**config.mk**
```make
export PLATFORM = sky130hd
export DESIGN_NAME = capture_reader_flat
export DESIGN_NICKNAME = d
export VERILOG_FILES = /design/src/rtl/capture_reader_if.sv /design/src/rtl/capture_reader.sv /design/src/flat_wrapper.sv
export SDC_FILE = /design/constraint.sdc
export NUM_CORES = 1
export LEC_CHECK = 0
export CAP_MARGIN = 30
export CORE_MARGIN = 3
export CORE_UTILIZATION = 35
export CTS_BUF_LIST = sky130_fd_sc_hd__clkbuf_4
export DETAILED_ROUTE_END_ITERATION = 8
export PLACE_DENSITY = 0.61
export SLEW_MARGIN = 20
export SYNTH_ARGS = -nofsm -noshare
export SYNTH_HDL_FRONTEND = slang
export SYNTH_SLANG_ARGS = --single-unit
```
**constraint.sdc**
```tcl
create_clock -name clk -period 2.1 [get_ports clk]
set_input_delay 0.63 -clock clk [delete_from_list [all_inputs] [get_ports clk]]
set_output_delay 0.63 -clock clk [all_outputs]
set_load 0.05 [all_outputs]
```
**src/rtl/capture_reader_if.sv**
```systemverilog
// Capture read-out bus: sample RAM read port plus the valid/ready stream to the transmitter.
// master = capture_reader, slave = RAM/transmitter side.
`timescale 1ns/1ps
interface capture_reader_if #(
  parameter int DATA_W = 4,
  parameter int ADDR_W = 10
);
  logic              mem_rd_en;
  logic [ADDR_W-1:0] mem_addr;
  logic [DATA_W-1:0] mem_rd_data;
  logic [DATA_W-1:0] tx_data;
  logic              tx_valid;
  logic              tx_ready;

  modport master (
    output mem_rd_en, mem_addr, tx_data, tx_valid,
    input  mem_rd_data, tx_ready
  );

  modport slave (
    input  mem_rd_en, mem_addr, tx_data, tx_valid,
    output mem_rd_data, tx_ready
  );
endinterface

```
**src/rtl/capture_reader.sv**
```systemverilog
// Walks the capture RAM once from a programmable start address (wrapping at DEPTH-1)
// and streams every sample to the transmitter over valid/ready.
`timescale 1ns/1ps
module capture_reader #(
  parameter int DATA_W = 4,
  parameter int ADDR_W = 10,
  parameter int DEPTH  = 1024
) (
  input  logic              clk,
  input  logic              reset_n,
  input  logic              start,
  input  logic [ADDR_W-1:0] start_addr,
  capture_reader_if.master  bus,
  output logic              busy,
  output logic              done
);

  localparam logic [ADDR_W-1:0] LAST_ADDR = ADDR_W'(DEPTH - 1);
  localparam logic [ADDR_W:0]   LAST_CNT  = (ADDR_W + 1)'(DEPTH - 1);
  localparam logic [ADDR_W:0]   DEPTH_EXT = (ADDR_W + 1)'(DEPTH);

  typedef enum logic [2:0] {
    IDLE = 3'd0,
    READ = 3'd1,
    WAIT = 3'd2,
    SEND = 3'd3,
    DONE = 3'd4
  } state_t;

  state_t            state;
  logic [ADDR_W-1:0] addr;
  logic [ADDR_W:0]   cnt;
  logic              vld_p1;

  function automatic logic [ADDR_W-1:0] clamp_addr(input logic [ADDR_W-1:0] a);
    if ({1'b0, a} >= DEPTH_EXT) return '0;
    return a;
  endfunction

  function automatic logic [ADDR_W-1:0] next_addr(input logic [ADDR_W-1:0] a);
    return (a == LAST_ADDR) ? '0 : a + 1'b1;
  endfunction

  always_ff @(posedge clk or negedge reset_n) begin
    if (!reset_n) begin
      state        <= IDLE;
      addr         <= '0;
      cnt          <= '0;
      vld_p1       <= 1'b0;
      bus.mem_rd_en <= 1'b0;
      bus.mem_addr  <= '0;
      bus.tx_data   <= '0;
      bus.tx_valid  <= 1'b0;
      busy         <= 1'b0;
      done         <= 1'b0;
    end else begin
      bus.mem_rd_en <= 1'b0;
      // p1: RAM data is valid the cycle after the read strobe
      vld_p1       <= bus.mem_rd_en;
      case (state)
        IDLE, DONE: begin
          if (start) begin
            addr  <= clamp_addr(start_addr);
            cnt   <= '0;
            busy  <= 1'b1;
            done  <= 1'b0;
            state <= READ;
          end
        end
        READ: begin
          bus.mem_rd_en <= 1'b1;
          bus.mem_addr  <= addr;
          state        <= WAIT;
        end
        WAIT: begin
          if (vld_p1) begin
            bus.tx_data  <= bus.mem_rd_data;
            bus.tx_valid <= 1'b1;
            state       <= SEND;
          end
        end
        SEND: begin
          if (bus.tx_valid && bus.tx_ready) begin
            bus.tx_valid <= 1'b0;
            addr        <= next_addr(addr);
            if (cnt == LAST_CNT) begin
              busy  <= 1'b0;
              done  <= 1'b1;
              state <= DONE;
            end else begin
              // Issue the next read on the handshake edge to keep 3-cycle throughput.
              cnt          <= cnt + 1'b1;
              bus.mem_rd_en <= 1'b1;
              bus.mem_addr  <= next_addr(addr);
              state        <= WAIT;
            end
          end
        end
        default: begin
          bus.tx_valid <= 1'b0;
          busy        <= 1'b0;
          state       <= IDLE;
        end
      endcase
    end
  end

endmodule

```
**src/flat_wrapper.sv**
```systemverilog
// flat-port wrapper written by rule: the top's interface ports become plain ports
module capture_reader_flat 
#(
  parameter int DATA_W = 4,
  parameter int ADDR_W = 10,
  parameter int DEPTH  = 1024
)
  (clk, reset_n, start, start_addr, busy, done, bus_mem_rd_en, bus_mem_addr, bus_tx_data, bus_tx_valid, bus_mem_rd_data, bus_tx_ready);
  capture_reader_if #(.DATA_W(DATA_W), .ADDR_W(ADDR_W)) bus_i ();
  input  logic clk;
  input  logic reset_n;
  input  logic start;
  input  logic [ADDR_W-1:0] start_addr;
  output logic busy;
  output logic done;
  output wire logic [$bits(bus_i.mem_rd_en)-1:0] bus_mem_rd_en;
  output wire logic [$bits(bus_i.mem_addr)-1:0] bus_mem_addr;
  output wire logic [$bits(bus_i.tx_data)-1:0] bus_tx_data;
  output wire logic [$bits(bus_i.tx_valid)-1:0] bus_tx_valid;
  input wire logic [$bits(bus_i.mem_rd_data)-1:0] bus_mem_rd_data;
  input wire logic [$bits(bus_i.tx_ready)-1:0] bus_tx_ready;
  assign bus_mem_rd_en = bus_i.mem_rd_en;
  assign bus_mem_addr = bus_i.mem_addr;
  assign bus_tx_data = bus_i.tx_data;
  assign bus_tx_valid = bus_i.tx_valid;
  assign bus_i.mem_rd_data = bus_mem_rd_data;
  assign bus_i.tx_ready = bus_tx_ready;
  capture_reader #(.DATA_W(DATA_W), .ADDR_W(ADDR_W), .DEPTH(DEPTH)) u_core (.clk(clk), .reset_n(reset_n), .start(start), .start_addr(start_addr), .bus(bus_i), .busy(busy), .done(done));
endmodule
```
==> results of run 1 <==
worst max-delay path by stage:
stage                  start                endpoint  slack (ns)  cells past startpoint
6_report       u_core.cnt[1]  u_core.bus.mem_addr[1]        0.11                      6
5_1_grt        u_core.cnt[1]  u_core.bus.mem_addr[5]        0.04                      6
4_1_cts        u_core.cnt[1]  u_core.bus.mem_addr[1]        0.12                      6
3_5_place_dp    bus_tx_ready           u_core.cnt[3]       -0.13                      6
3_3_place_gp    bus_tx_ready           u_core.cnt[3]       -0.10                      6
2_1_floorplan  u_core.cnt[0]  u_core.bus.mem_addr[1]        0.26                      6
kinds of logic (layout without fill, tap and decap cells):
group           after synthesis  after routing
buf+inv                      19             83
compound gates               72             72
fa+ha+maj                     2              2
flops                        43             43
mux                          11             11
simple gates                 88             88
xor+xnor                      4              4
per-layer routing:
metal  share of wire (%)  vias up
met5                   0        -
met4                 1.3        0
li1                    -     1026
met3                 4.3        6
met1                  51     1017
met2                  43       49
synth_stat cells (all sizes together), types with 3 or more instances:
cell,number,area (um^2)
a21oi,16,83.83
a21o,3,22.52
nand2b,5,31.28
buf,8,65.06
or3,4,30.03
clkbuf,3,11.26
a31oi,5,31.28
nor3b,5,37.54
and3,5,31.28
nand2,17,63.81
xor2,3,26.28
nand4,4,37.53
o22ai,4,25.02
nor4,3,25.02
and2,4,25.03
inv,8,30.03
mux2,11,146.4
nand3,9,45.04
a211o,3,28.78
a211oi,5,37.54
nor3,12,60.06
o2bb2ai,4,35.03
nor2,9,33.78
dfrtp,43,1076
o21ai,14,73.82
worst max-delay path: stages, from the launching register on:
cell     delay [ns]
dfrtp_1        0.41
ha_1           0.27
nand4_2        0.14
or3_4          0.40
a21o_1         0.23
buf_12         0.16
mux2_4         0.29
registers in the layout (all words and copies together) (netlist names):
signal                flops
u_core.bus.mem_rd_en      1
u_core.vld_p1             1
u_core.bus.tx_valid       1
u_core.bus.tx_data        4
u_core.bus.mem_addr      10
u_core.busy               1
u_core.cnt               11
u_core.done               1
u_core.state              3
u_core.addr              10
power breakdown:
group | total (uW) | internal (uW) | leakage [uW] | switching, uW
logic | 76.2 | 40.7 | 0.000814 | 35.6
registers | 842 | 834 | 0.000559 | 8.65
clock network | 524 | 245 | 0.0000426 | 279
total | 1440 | 1120 | 0.00142 | 323
area by class of cell:
class,instances,area (um^2),area share (%)
Multi-Input combinational cell,177,1211,39.80
Sequential cell,43,1076,35.36
Timing Repair Buffer,67,553.0,18.17
Tap cell,77,96.34,3.166
Clock inverter,3,38.79,1.275
Clock buffer,5,37.54,1.234
Inverter,8,30.03,0.9868
stage by stage:
| stage | util, % | area (um^2) | power, uW | std cells | setup TNS, ns |
|---|---|---|---|---|---|
| 4_1_cts | 46.79 | 3039 | 1463 | 380 | 0 |
| 5_1_grt | 46.85 | 3043 | 1494 | 380 | 0 |
| 2_1_floorplan | - | 2390 | 876.7 | 239 | 0 |
| 3_5_place_dp | 45.62 | 2963 | 935.8 | 372 | -1.837 |
| 3_3_place_gp | 45.62 | 2963 | 935.1 | 372 | -1.586 |
| 6_report | 46.85 | 3043 | 1443 | 380 | 0 |
timing repair:
action	in CTS	in global routing
buffers inserted	0	0
setup endpoints to repair	0	1
gates resized for setup	0	1
==> impl_metrics.yaml, run 1 <==
outcome:
  status: "completed"
cts:
  holdBufCountCts: 0
  clock_latency_ns: 0.36
  clkTransAtPathRegs_ns: 0.13
  numCtsBuffers: 5
  cts_max_path_buffers: 2
  clock-sinks: 43
  cts_tree: "done"
  htree_num_levels: 2
  cts-root-buf: "clkbuf_4"
critical_path:
  required_ns: 2.36
  cp.arrival_ns: 2.25
  rrSetupSlack_ns: 0.11
  start_kind: "flop"
  cp_max_fo: 10
  rr_endpoint: "u_core.bus.mem_addr[1]"
  r2r_cells: 6
  r2r_start: "u_core.cnt[1]"
  critical_path_class: "flop to flop"
  cp-end-kind: "flop"
placement:
  gp_congestion: 0.8554
  dp_hpwl_mm: 4.266
  portBuffers: 35
  dp_slack_ns: -0.1342
detailed_routing:
  remaining_drc_errors: 0
  avgViaCountPerCell: 5.521
  wl_per_cell_um: 15.26
  ant_nets: 0
  firstDrtPassIters: 4
  wirelength_mm: 5.799
  num_vias: 2098
  drt_iter0_drc: 118
grt:
  grt_pass1_wl_mm: 9.839
  grt-busiest-layer: "met1"
  first_global_vias: 2064
  met2_usage_pct: 23.55
  grtUsageMet1_pct: 23.85
  grt_antenna_before_repair: 0
  grt_max_degree: 44
  gr-usage-met3_pct: 2.980
  track_usage_pct: 16.12
  grt_overflow_total: 0
final_layout:
  final_common_cell: "buf_4"
  antenna_cells: 0
  drive_gt1_share_pct: 27.39
  layout.cells.most_common_list: "49 x buf_4, 43 x dfrtp_1, 17 x nand2_1"
  area_delta_synth_final_pct: 27.33
  layout.nets: 322
  fill_cells: 624
floorplan:
  core-area_um2: 6495
  start_util_pct: 36.79
  die_area_um2: 7855
  fp.dieW_um: 88.63
  io_pins: 36
  die_height_um: 88.63
  rows: 29
power:
  irDropWorstVdd_mv: 0.2373
  p_leak_uw: 0.001416
  power_density_nw_per_um2: 474.1
synth:
  synthesis.area_um2: 2390
  synth_compound_area_share_pct: 20.68
  synth_simple_gate_area_share_pct: 21.20
  seq_area_frac_synth_pct: 45.03
  synthFlopType: "dfrtp_1"
  synthesis.nets: 259
  synth_top_family_by_area: "simple AND/OR/NAND/NOR gates"
  synthCells: 239
  ys_ff_latch: 43
  yosys.area_share.xor_xnor_pct: 1.466
  synthMuxAreaShare_pct: 6.126
  synth_adder_area_share_pct: 1.047
  synthArstFlopShare_pct: 100.0
  synth_edf_count: 0
  synth.distinct_cells: 59
  ys.warnings.count: 0
  postSynthAreaPerCell_um2: 9.999
sta:
  whs_ns: 0.3076
  min_period_over_period_pct: 94.79
  fin_ws_ns: 0.1094
  worst_pin_slew_ns: 0.5788
  rsz0062_at_grt: "false"
  finalHoldViolCount: 0
  relSlewSlack_pct: 60.90
  slew_viol_final: 0
  period_needed_ns: 1.991
  fmax_mhz: 502.4
  setup_viol: 0
  finClkSkew_ns: 0.01142
hold_path:
  min_path_type: "input port to asynchronous set/reset pin"
job:
  cap_viol_max_count: 0
Note: power is estimated with default switching activity, not from simulation.
==> run 2: changes to the inputs <==
Settings changed: CORE_UTILIZATION 35 to 56, PLACE_DENSITY 0.61 to 0.81.
==> run 2 against run 1 <==
Compared with the run above:
- routed wire length down 0.98%
- worst setup slack worse by 0.0043 ns
- first-iteration DRC count up 19%
- critical endpoint is now u_core.cnt[3]
- largest power group unchanged
==> impl_metrics.yaml, run 2 (synthesis gave the netlist of run 1 again) <==
critical_path:
  cp-end-kind: "flop"
  critical_path_class: "flop to flop"
  cp.arrival_ns: 2.27
  cp_max_fo: 6
  rrSetupSlack_ns: 0.11
  required_ns: 2.38
  start_kind: "flop"
floorplan:
  fp.dieW_um: 71.33
  die_area_um2: 5087
  start_util_pct: 58.90
  die_height_um: 71.33
  rows: 23
  io_pins: 36
  core-area_um2: 4058
power:
  power_density_nw_per_um2: 453.5
  finalPower_uw: 1342
  irDropWorstVdd_mv: 0.3306
  p_leak_uw: 0.001382
grt:
  grt_overflow_total: 0
  grt_max_degree: 28
  grt_antenna_before_repair: 0
  track_usage_pct: 24.00
  grt_pass1_wl_mm: 9.791
  first_global_vias: 2066
final_layout:
  layout.nets: 315
  antenna_cells: 0
  reg_top3: "u_core.cnt (11), u_core.addr (10), u_core.bus.mem_addr (10)"
  utilization_pct: 72.93
  final_common_cell: "dfrtp_1"
  regMostFlops: "u_core.cnt"
  drive_gt1_share_pct: 25.68
  fin_area_um2: 2959
  largest_register_ff_count: 11
  layout.cells.most_common_list: "43 x dfrtp_1, 40 x buf_4, 17 x nand2_1"
  area_delta_synth_final_pct: 23.82
placement:
  portBuffers: 35
  placed_area_um2: 2902
  gp_congestion: 0.8928
  dp_hpwl_mm: 4.162
sta:
  setup_viol: 0
  rsz0062_at_grt: "false"
  worst_pin_slew_ns: 0.5697
  fmax_mhz: 501.3
  min_period_over_period_pct: 95.00
  finClkSkew_ns: 0.02008
  slew_viol_final: 0
  whs_ns: 0.2022
  period_needed_ns: 1.995
  relSlewSlack_pct: 62.02
  tns_ns: 0
  finalHoldViolCount: 0
cts:
  clock-sinks: 43
  cts_tree: "done"
  clkTransAtPathRegs_ns: 0.13
  clock_latency_ns: 0.35
  postCtsSetupRepairBufs: 0
  numCtsBuffers: 5
  cts_max_path_buffers: 2
  holdBufCountCts: 0
  cts_resized: 0
  cts-root-buf: "clkbuf_4"
  htree_num_levels: 2
detailed_routing:
  wl_per_cell_um: 16.60
  avgViaCountPerCell: 6.225
  firstDrtPassIters: 5
  ant_nets: 0
  remaining_drc_errors: 0
  drt_iter0_drc: 140
  num_vias: 2154
  wirelength_mm: 5.742
hold_path:
  min_path_type: "input port to asynchronous set/reset pin"
outcome:
  status: "completed"
job:
  cap_viol_max_count: 0
[run 2: cell count changes in the layout (fill, tap and decap cells not counted)]
cell,change
clkbuf_4,+2
a21oi_1,+1
buf_4,-9
a21oi_2,-1
clkinv_1,-1
buf_12,+2
bufinv_16,-1
[run 2: layout make-up]
| type | count | area, um^2 |
|---|---|---|
| clock buffers | 7 | 52.55 |
| clock inverters | 1 | 5.005 |
| fillers | 304 | 1099 |
| inverters | 8 | 30.03 |
| multi-input cells | 177 | 1207 |
| flip-flops and latches | 43 | 1076 |
| well taps | 50 | 62.56 |
| repair buffers | 60 | 525.5 |
[run 2: routing by layer]
metal	part of all wire (%)	vias up	routed length [um]	GRT usage, %
li1	-	1020	-	-
met5	0	-	0	0
met3	6.8	5	389	4.488
met2	46	85	2624	37.35
met4	0.80	0	46	6.889
met1	47	1044	2681	34.40
[run 2: worst max-delay path: stages, from the launching register on]
cell and delay (ns):
dfrtp_1 0.37, ha_1 0.26, nand4_2 0.16, or3_4 0.39, a21oi_1 0.50, a221o_1 0.25
[run 2: worst paths after layout]
check,cells past startpoint,startpoint,endpoint
setup / recovery,5,u_core.cnt[0],u_core.cnt[3]
hold / removal,1,reset_n,u_core.bus.mem_addr[5]
setup reg to reg,5,u_core.cnt[0],u_core.cnt[3]
hold reg to reg,0,u_core.bus.mem_rd_en,u_core.vld_p1
max in group asynchronous,2,reset_n,u_core.cnt[10]
min in group clk,0,u_core.bus.mem_rd_en,u_core.vld_p1
[run 2: report_power, final]
part | internal, uW | total (uW) | leakage, uW | switching, uW
combinational | 42.0 | 77.2 | 0.000786 | 35.2
sequential | 834 | 844 | 0.000559 | 10.2
clock | 157 | 421 | 0.0000361 | 264
total | 1030 | 1340 | 0.00138 | 309
[run 2: metrics by stage]
stage	worst slack, ns	cells
after CTS	0.1296	346
after global routing	0.0001690	346
after floorplan	0.2550	239
after detailed placement	-0.2156	338
final	0.1050	346
after global placement	-0.1089	338
